**config.mk**
```make
export PLATFORM = sky130hd
export DESIGN_NAME = memwb_writeback_stage
export DESIGN_NICKNAME = d
export VERILOG_FILES = /design/src/rtl/memwb_writeback_stage.sv
export SDC_FILE = /design/constraint.sdc
export NUM_CORES = 1
export LEC_CHECK = 0
export CAP_MARGIN = 20
export CORE_MARGIN = 10
export CORE_UTILIZATION = 44
export CTS_CLUSTER_DIAMETER = 120
export DETAILED_ROUTE_END_ITERATION = 10
export GPL_ROUTABILITY_DRIVEN = 0
export MAX_ROUTING_LAYER = met4
export PLACE_DENSITY = 0.8
export RECOVER_POWER = 50
export SLEW_MARGIN = 0
export SYNTH_ARGS = -nofsm -noshare
export SYNTH_HDL_FRONTEND = slang
export SYNTH_SLANG_ARGS = --single-unit
export TNS_END_PERCENT = 5
```
**constraint.sdc**
```tcl
create_clock -name clk -period 1.96 [get_ports clk]
set_input_delay 0.392 -clock clk [delete_from_list [all_inputs] [get_ports clk]]
set_output_delay 0.392 -clock clk [all_outputs]
set_load 0.1 [all_outputs]
```
**src/rtl/memwb_writeback_stage.sv**
```systemverilog
// memwb_writeback_stage
//   MEM/WB pipeline register plus writeback formatting for a 5-stage MIPS pipeline.
//   Captures the EX/MEM result and the data-memory read word, extracts and extends load
//   bytes/halves, drives the register-file write port, blocks writes to $0 and counts
//   retired instructions.
//
//   Optional feature macro: WB_BYPASS_EN adds a write-first bypass for the ID-stage
//   register read (ports rs, rt, rf_rd1, rf_rd2, fwd_rd1, fwd_rd2).
//
// Ports
//   clk, rst (async, active-low)         clock / reset
//   stall, flush                         hold / insert bubble (flush wins)
//   exmem_*                              EX/MEM slot contents
//   mem_rdata                            data-memory word at exmem_alu_result
//   regwrite, writebackreg,
//   data_towrite_memwb                   register-file write port
//   wb_valid                             WB slot holds a real instruction
//   retired_count                        instructions retired since reset (wraps)
module memwb_writeback_stage #(
  parameter int unsigned CNT_W      = 32,
  parameter bit          BIG_ENDIAN = 1'b0
) (
  input  logic             clk,
  input  logic             rst,
  input  logic             stall,
  input  logic             flush,
  input  logic             exmem_valid,
  input  logic             exmem_regwrite,
  input  logic             exmem_memtoreg,
  input  logic [2:0]       exmem_ldtype,
  input  logic [31:0]      exmem_alu_result,
  input  logic [4:0]       exmem_dest,
  input  logic [31:0]      mem_rdata,
  output logic             regwrite,
  output logic [4:0]       writebackreg,
  output logic [31:0]      data_towrite_memwb,
  output logic             wb_valid,
  output logic [CNT_W-1:0] retired_count
`ifdef WB_BYPASS_EN
  ,
  input  logic [4:0]       rs,
  input  logic [4:0]       rt,
  input  logic [31:0]      rf_rd1,
  input  logic [31:0]      rf_rd2,
  output logic [31:0]      fwd_rd1,
  output logic [31:0]      fwd_rd2
`endif
);

  localparam logic [2:0] LdLb  = 3'b001;
  localparam logic [2:0] LdLbu = 3'b010;
  localparam logic [2:0] LdLh  = 3'b011;
  localparam logic [2:0] LdLhu = 3'b100;

  logic             wb_valid_q, wb_valid_d;
  logic             regwrite_q, regwrite_d;
  logic [4:0]       dest_q, dest_d;
  logic [31:0]      data_q, data_d;
  logic [CNT_W-1:0] count_q, count_d;

  logic [1:0]  byte_lane;
  logic        half_lane;
  logic [7:0]  ld_byte;
  logic [15:0] ld_half;
  logic [31:0] ld_data;

  // Lane selection; big-endian mirrors the byte/half index within the word.
  always_comb begin
    byte_lane = BIG_ENDIAN ? (2'd3 - exmem_alu_result[1:0]) : exmem_alu_result[1:0];
    half_lane = BIG_ENDIAN ? ~exmem_alu_result[1] : exmem_alu_result[1];
    unique case (byte_lane)
      2'd0:    ld_byte = mem_rdata[7:0];
      2'd1:    ld_byte = mem_rdata[15:8];
      2'd2:    ld_byte = mem_rdata[23:16];
      default: ld_byte = mem_rdata[31:24];
    endcase
    ld_half = half_lane ? mem_rdata[31:16] : mem_rdata[15:0];
    // Reserved encodings fall through to a full-word load.
    case (exmem_ldtype)
      LdLb:    ld_data = {{24{ld_byte[7]}}, ld_byte};
      LdLbu:   ld_data = {24'd0, ld_byte};
      LdLh:    ld_data = {{16{ld_half[15]}}, ld_half};
      LdLhu:   ld_data = {16'd0, ld_half};
      default: ld_data = mem_rdata;
    endcase
  end

  always_comb begin
    wb_valid_d = wb_valid_q;
    regwrite_d = regwrite_q;
    dest_d     = dest_q;
    data_d     = data_q;
    count_d    = count_q;
    if (flush) begin
      // Bubble: address and data are left as-is, only the enables drop.
      wb_valid_d = 1'b0;
      regwrite_d = 1'b0;
    end else if (!stall) begin
      wb_valid_d = exmem_valid;
      // The register file has no $0 protection, so writes to r0 are killed here.
      regwrite_d = exmem_valid & exmem_regwrite & (exmem_dest != 5'd0);
      dest_d     = exmem_dest;
      data_d     = exmem_memtoreg ? ld_data : exmem_alu_result;
      if (exmem_valid) count_d = count_q + CNT_W'(1);
    end
  end

  always_ff @(posedge clk or negedge rst) begin
    if (!rst) begin
      wb_valid_q <= 1'b0;
      regwrite_q <= 1'b0;
      dest_q     <= 5'd0;
      data_q     <= 32'd0;
      count_q    <= '0;
    end else begin
      wb_valid_q <= wb_valid_d;
      regwrite_q <= regwrite_d;
      dest_q     <= dest_d;
      data_q     <= data_d;
      count_q    <= count_d;
    end
  end

  assign wb_valid           = wb_valid_q;
  assign regwrite           = regwrite_q;
  assign writebackreg       = dest_q;
  assign data_towrite_memwb = data_q;
  assign retired_count      = count_q;

`ifdef WB_BYPASS_EN
  // Write-first bypass: the register file writes on the same posedge ID would sample,
  // so forward the pending write data to the ID read ports.
  always_comb begin
    fwd_rd1 = (regwrite_q && dest_q == rs && rs != 5'd0) ? data_q : rf_rd1;
    fwd_rd2 = (regwrite_q && dest_q == rt && rt != 5'd0) ? data_q : rf_rd2;
  end
`endif

endmodule

```
==> flow_summary.yaml <==
run_status:
  outcome: "finished, final reports clean"
pwr:
  power_frac_comb: 0.442
  finalPower_mw: 5.15
  pwr_density_cell_nw_per_um2: 892
  switching_share: 0.471
  p_leak_nw: 2.53
  power_frac_seq: 0.351
  internal_power_mw: 2.72
  p_clk_frac: 0.207
  vdd_drop_max_v: 0.000697
  p_sw_mw: 2.42
die:
  dieArea_um2: 12900
  num_rows: 34
  start_util: 0.446
  die_y_um: 113
  die_w_um: 113
  core_um2: 8590
  io_pins: 150
logic_synthesis:
  synthFlopType: "dfrtp_1"
  synth_nets: 496
  muxShareOfSynthArea: 0.0656
  synth_top_cell_by_area: "dfrtp_1"
  async_reset_ff_frac: 1.00
  synth_adder_area_share: 0.00326
  yosys.area_share.simple: 0.219
  synth_compound_area_frac: 0.147
  synth.distinct_cells: 42
  syn-cell-area_um2: 3840
  synth_top_family_by_area: "simple AND/OR/NAND/NOR gates"
  ys_seq_area_frac: 0.463
  synth_warnings: 0
  synth_commonest_cells: "nand2_1, dfrtp_1, o21ai_0, a21oi_1, xnor2_1"
  synth-xor-area-share: 0.0731
  synth_top_area_share: 0.463
  ys_ff_latch: 71
  syn_inst: 416
  netlist_top_cells_area: "dfrtp_1, nand2_1, xnor2_1"
  yosysMostFrequentCell: "nand2_1"
  syn_avg_cell_area_um2: 9.22
  synth-edff-count: 0
worst_setup_path:
  worstPathArrival_ps: 2180
  critPathCaptureType: "register"
  critical_path.top_delay_family: "simple AND/OR/NAND/NOR gates"
  crit_fanout: 6
  worst-path-buf-inv: 2
  r2r_setup_slack_ps: 200
  cp_num_cells: 7
  cp-start-kind: "input port"
  cp.required_ps: 2220
  worstSetupPathType: "input port to register"
  path_cells: "clkdlybuf4s50_1, or3b_4, or2_4, nor4_4, buf_4, nand4_1, xnor2_1"
  slowest_delay_ps: 440
  critical_path.slowest_cell: "clkdlybuf4s50_1"
  ff2ff_path_depth: 5
sta:
  clock_skew_ps: 6.19
  hold_viol_final: 0
  fin_crit_ps: 1920
  fmax_mhz: 521
  slew_headroom: 0.338
  worst_pin_slew_ps: 993
  period_share: 0.980
  setup-violations-final: 0
  drv_slew: 0
  final.setup.tns_ps: 0
final_layout:
  layout-drive-gt1-share: 0.255
  syn2layout_area_growth_pct: 50.4
  nets: 672
  n_antenna_cell: 0
grt:
  grt_max_degree: 72
  grt_overflow_total: 0
  grt.total_usage: 0.211
  antenna_found_initial: 0
  grt_pass1_wl_um: 21500
  grt_pass1_vias: 4256
drt:
  drt_iter0_drc: 226
  wl_per_cell_um: 19.0
  wl_um: 13400
  ant_nets: 0
  route.detailed.drc: 0
  drt_first_pass_iters: 5
  num_vias: 3997
  avgViaCountPerCell: 5.67
min_path:
  hp-class: "input port to async pin"
clock_network:
  cts_tree: "built"
  clk_latency_ps: 340
  cts.sinks: 71
  cts_made_buffers: 9
  clk_pin_slew_ps: 80
  ctsHtreeMaxLevel: 3
  max-clock-path-buffers: 2
  root_buffer: "clkbuf_8"
flow_run:
  cap_violations: 0
placed_design:
  hpwl_um: 10500
  numPortBuffers: 149
final timing paths:
check,startpoint,end
hold reg to reg,retired_count[9]$_DFFE_PN0P_,retired_count[9]$_DFFE_PN0P_
setup reg to reg,retired_count[6]$_DFFE_PN0P_,retired_count[24]$_DFFE_PN0P_
hold / removal,rst,retired_count[22]$_DFFE_PN0P_
min in group clk,flush,regwrite$_DFFE_PN0P_
setup / recovery,stall,retired_count[31]$_DFFE_PN0P_
max in group asynchronous,rst,retired_count[0]$_DFFE_PN0P_
registers in the layout, indices dropped and copies added (netlist names):
| name | flops |
|---|---|
| data_towrite_memwb | 32 |
| regwrite | 1 |
| wb_valid | 1 |
| retired_count | 32 |
| writebackreg | 5 |
cells by family (layout without fill, tap and decap cells):
group / count (synthesis) / in the layout
xor+xnor: 32 / 32
mux: 15 / 15
flops: 71 / 71
fa+ha+maj: 1 / 1
simple gates: 167 / 167
compound gates: 102 / 102
buf+inv: 28 / 209
layout make-up:
cell class                      count  area (um2)
Multi-Input combinational cell    317        1960
Inverter                            6        22.5
Fill cell                         705        2830
Clock inverter                      3        17.5
Tap cell                          108         135
Sequential cell                    71        1790
Clock buffer                       13         159
Timing Repair Buffer              187        1680
power by group through the flow:
| stage | registers, mW | clock network (mW) | logic, mW |
|---|---|---|---|
| floorplan | 3.03 | 0 | 0.361 |
| global placement | 1.83 | 0 | 2.32 |
| detailed placement | 1.83 | 0 | 2.35 |
| CTS | 1.81 | 1.08 | 2.35 |
| global route | 1.83 | 1.15 | 2.37 |
| finish | 1.81 | 1.07 | 2.27 |
cell usage in the layout (no fill, tap or decap), types with 3 or more instances in the layout:
| cell type | n |
|---|---|
| nand2_1 | 73 |
| o21ai_0 | 42 |
| mux4_2 | 8 |
| xnor2_1 | 25 |
| and3_1 | 4 |
| or3_1 | 24 |
| dfrtp_2 | 11 |
| nand3b_1 | 6 |
| clkdlybuf4s50_1 | 75 |
| nand3_1 | 17 |
| a31oi_1 | 8 |
| inv_1 | 6 |
| buf_12 | 12 |
| xor2_1 | 7 |
| o211ai_1 | 7 |
| clkbuf_1 | 3 |
| buf_4 | 69 |
| a21oi_1 | 34 |
| clkbuf_8 | 11 |
| mux2i_1 | 6 |
| nor2_1 | 15 |
| clkbuf_2 | 26 |
| dfrtp_1 | 60 |
| nand4_1 | 10 |
routing by layer:
metal / up-vias / share of wire / global-route usage
met5: - / 0 / -
met4: 0 / 0.023 / 0.0745
met3: 29 / 0.095 / 0.0535
met2: 232 / 0.48 / 0.338
met1: 1897 / 0.40 / 0.252
li1: 1839 / - / -
timing repair:
action / 4_1_cts / 5_1_grt
hold buffers: 0 / 0
hold endpoints to repair: 0 / 0
cloned: 0 / 0
setup buffers: 0 / 1
pin swaps: 1 / 2
gates resized for setup: 2 / 7
setup endpoints to repair: 14 / 12
through the flow:
step | instance area, um2 | hold WS [ps] | util | cells | setup WS, ps
global placement | 5680 | 446 | 0.661 | 688 | -402
global route | 5770 | 412 | 0.671 | 705 | -18.9
floorplan | 3860 | 96.4 | - | 416 | -52.9
detailed placement | 5680 | 450 | 0.661 | 688 | -476
finish | 5770 | 297 | 0.671 | 705 | 38.9
CTS | 5860 | 89.6 | 0.682 | 704 | 0.761
(Power assumes the default switching activity.)
==> edit: new RTL, config.mk and constraints unchanged <==
Add a define of `WB_BYPASS_EN`.
--- a/src/rtl/memwb_writeback_stage.sv
+++ b/src/rtl/memwb_writeback_stage.sv
@@ -16,6 +16,8 @@
 //   data_towrite_memwb                   register-file write port
 //   wb_valid                             WB slot holds a real instruction
 //   retired_count                        instructions retired since reset (wraps)
+`define WB_BYPASS_EN
+
 module memwb_writeback_stage #(
   parameter int unsigned CNT_W      = 32,
   parameter bit          BIG_ENDIAN = 1'b0
Interface: changed (6 added); port bits go from 150 to 288. No check against the original RTL was run, so the function may have changed too.
==> edit against the unedited design <==
The flow now finishes with violations (negative setup slack); highest routed layer unchanged; clock skew grew 0.0035 ns; sequential cell count unchanged; power rose by 35%; worst setup slack worse by 0.88 ns; sequential power rose by 8%; wire length is 120% higher; largest cell class is now buffers; final area is 69% higher; synthesized area rose by 27%.
==> edit: results (changes against the unedited design) <==
I/O Buffers=287 (+93%); Area contributors post-synth=dfrtp_1 36%, mux2_2 13%, nand2_1 4.7%, xnor2_1 4.7%, o21ai_0 3.7%; initial antenna violation count=1 (+1); met3 WL post-DR=2768 um (+120%); pre-CTS setup slack=-0.8214 ns (-0.3457 ns); Final WS setup=-0.8440 ns (-0.8829 ns); status=finished with violations; Critical path destination=fwd_rd2[23]; Lkg Pwr=4.306 nW (+70%); Crit path arrival time=2.41 ns (+0.23 ns); Critical R2R Capture=retired_count[29]$_DFFE_PN0P_; WL met2=14420 um (+120%); Post-DP HPWL=19720 um (+88%); met1 usage=36.20% (+11 points); CP max stage delay=0.53 ns (+0.09 ns); GR Util met2=58.50% (+25 points); largest net degree at the start of global routing=50 (-31%); list of most frequent post-synthesis cells=71 x dfrtp_1, 61 x nand2_1, 58 x mux2_2; M1 wire length=9759 um (+81%); final setup TNS=-60.94 ns (-60.94 ns); violated checks=negative setup slack; CP delay by family, top=buffers and inverters; worst flop-to-flop path startpoint=retired_count[14]$_DFFE_PN0P_; total routed wirelength=29390 um (+120%); # setup viols final=118 (+118)
[edit: cell count changes in the layout (fill, tap and decap cells not counted), moves of 17 or more]
cell             unedited run  this run
a21oi_1                    34        17
mux2_4                      0        64
nor3_1                      1        19
clkdlybuf4s50_1            75       144
buf_4                      69        94
buf_12                     12        90
a21oi_2                     0        18
[edit: area by class of cell]
| type | instances | area share, % |
|---|---|---|
| well taps | 140 | 1.792 |
| diodes | 1 | 0.02560 |
| clock buffers | 11 | 1.446 |
| clock inverters | 5 | 0.3456 |
| multi-input cells | 392 | 33.39 |
| flip-flops and latches | 71 | 18.38 |
| repair buffers | 376 | 44.39 |
| inverters | 6 | 0.2304 |
[edit: stage by stage]
| step | cell area, um^2 | hold slack, ns | std cells | power, mW |
|---|---|---|---|---|
| 2_1_floorplan | 5159 | 0.09641 | 498 | 4.157 |
| 3_3_place_gp | 9630 | 0.4413 | 975 | 5.728 |
| 3_5_place_dp | 9630 | 0.4504 | 975 | 5.830 |
| 4_1_cts | 10060 | 0.07750 | 1001 | 6.944 |
| 5_1_grt | 9776 | 0.3795 | 1002 | 7.067 |
| 6_report | 9776 | 0.2937 | 1002 | 6.922 |
[edit: worst min-delay path by stage]
stage,startpoint,end,slack [ns],cells past startpoint
final,rst,retired_count[25]$_DFFE_PN0P_,0.29,1
after global routing,rst,retired_count[25]$_DFFE_PN0P_,0.38,1
after CTS,rst,retired_count[25]$_DFFE_PN0P_,0.08,1
after detailed placement,rst,retired_count[25]$_DFFE_PN0P_,0.45,1
after global placement,rst,writebackreg[1]$_DFFE_PN0P_,0.44,1
after floorplan,rst,data_towrite_memwb[0]$_DFFE_PN0P_,0.1,0
[edit: what timing repair did]
action,4_1_cts,5_1_grt
gates resized for setup,34,18
endpoints found under the setup margin,69,96
cloned,3,0
pin swaps,8,7
buffers inserted,7,0
[edit: power by group]
part	internal [mW]	leakage (nW)	total, mW	switching, mW
sequential	1.64	0.880	1.95	0.313
clock	0.493	0.0853	1.12	0.626
combinational	1.29	3.34	3.85	2.56
[edit: cells by family (layout without fill, tap and decap cells)]
family	count (synthesis)	count (layout)	share of synthesized area, %
multiplexers	79	79	19.92
AND/OR/NAND/NOR	178	178	19.08
adder cells (fa/ha/maj)	1	1	0.2564
buffers and inverters	35	398	4.615
XOR/XNOR	41	41	7.359
flip-flops	71	71	36.41
AO/OA/AOI/OAI	93	93	12.36
other	0	1	0
[edit: worst register-to-register path: stages, from the launching register on]
cell and delay [ns]:
dfrtp_1 0.43, nand4_1 0.26, nor4_4 0.41, nand4_1 0.34, nand2b_4 0.26, xnor2_1 0.13
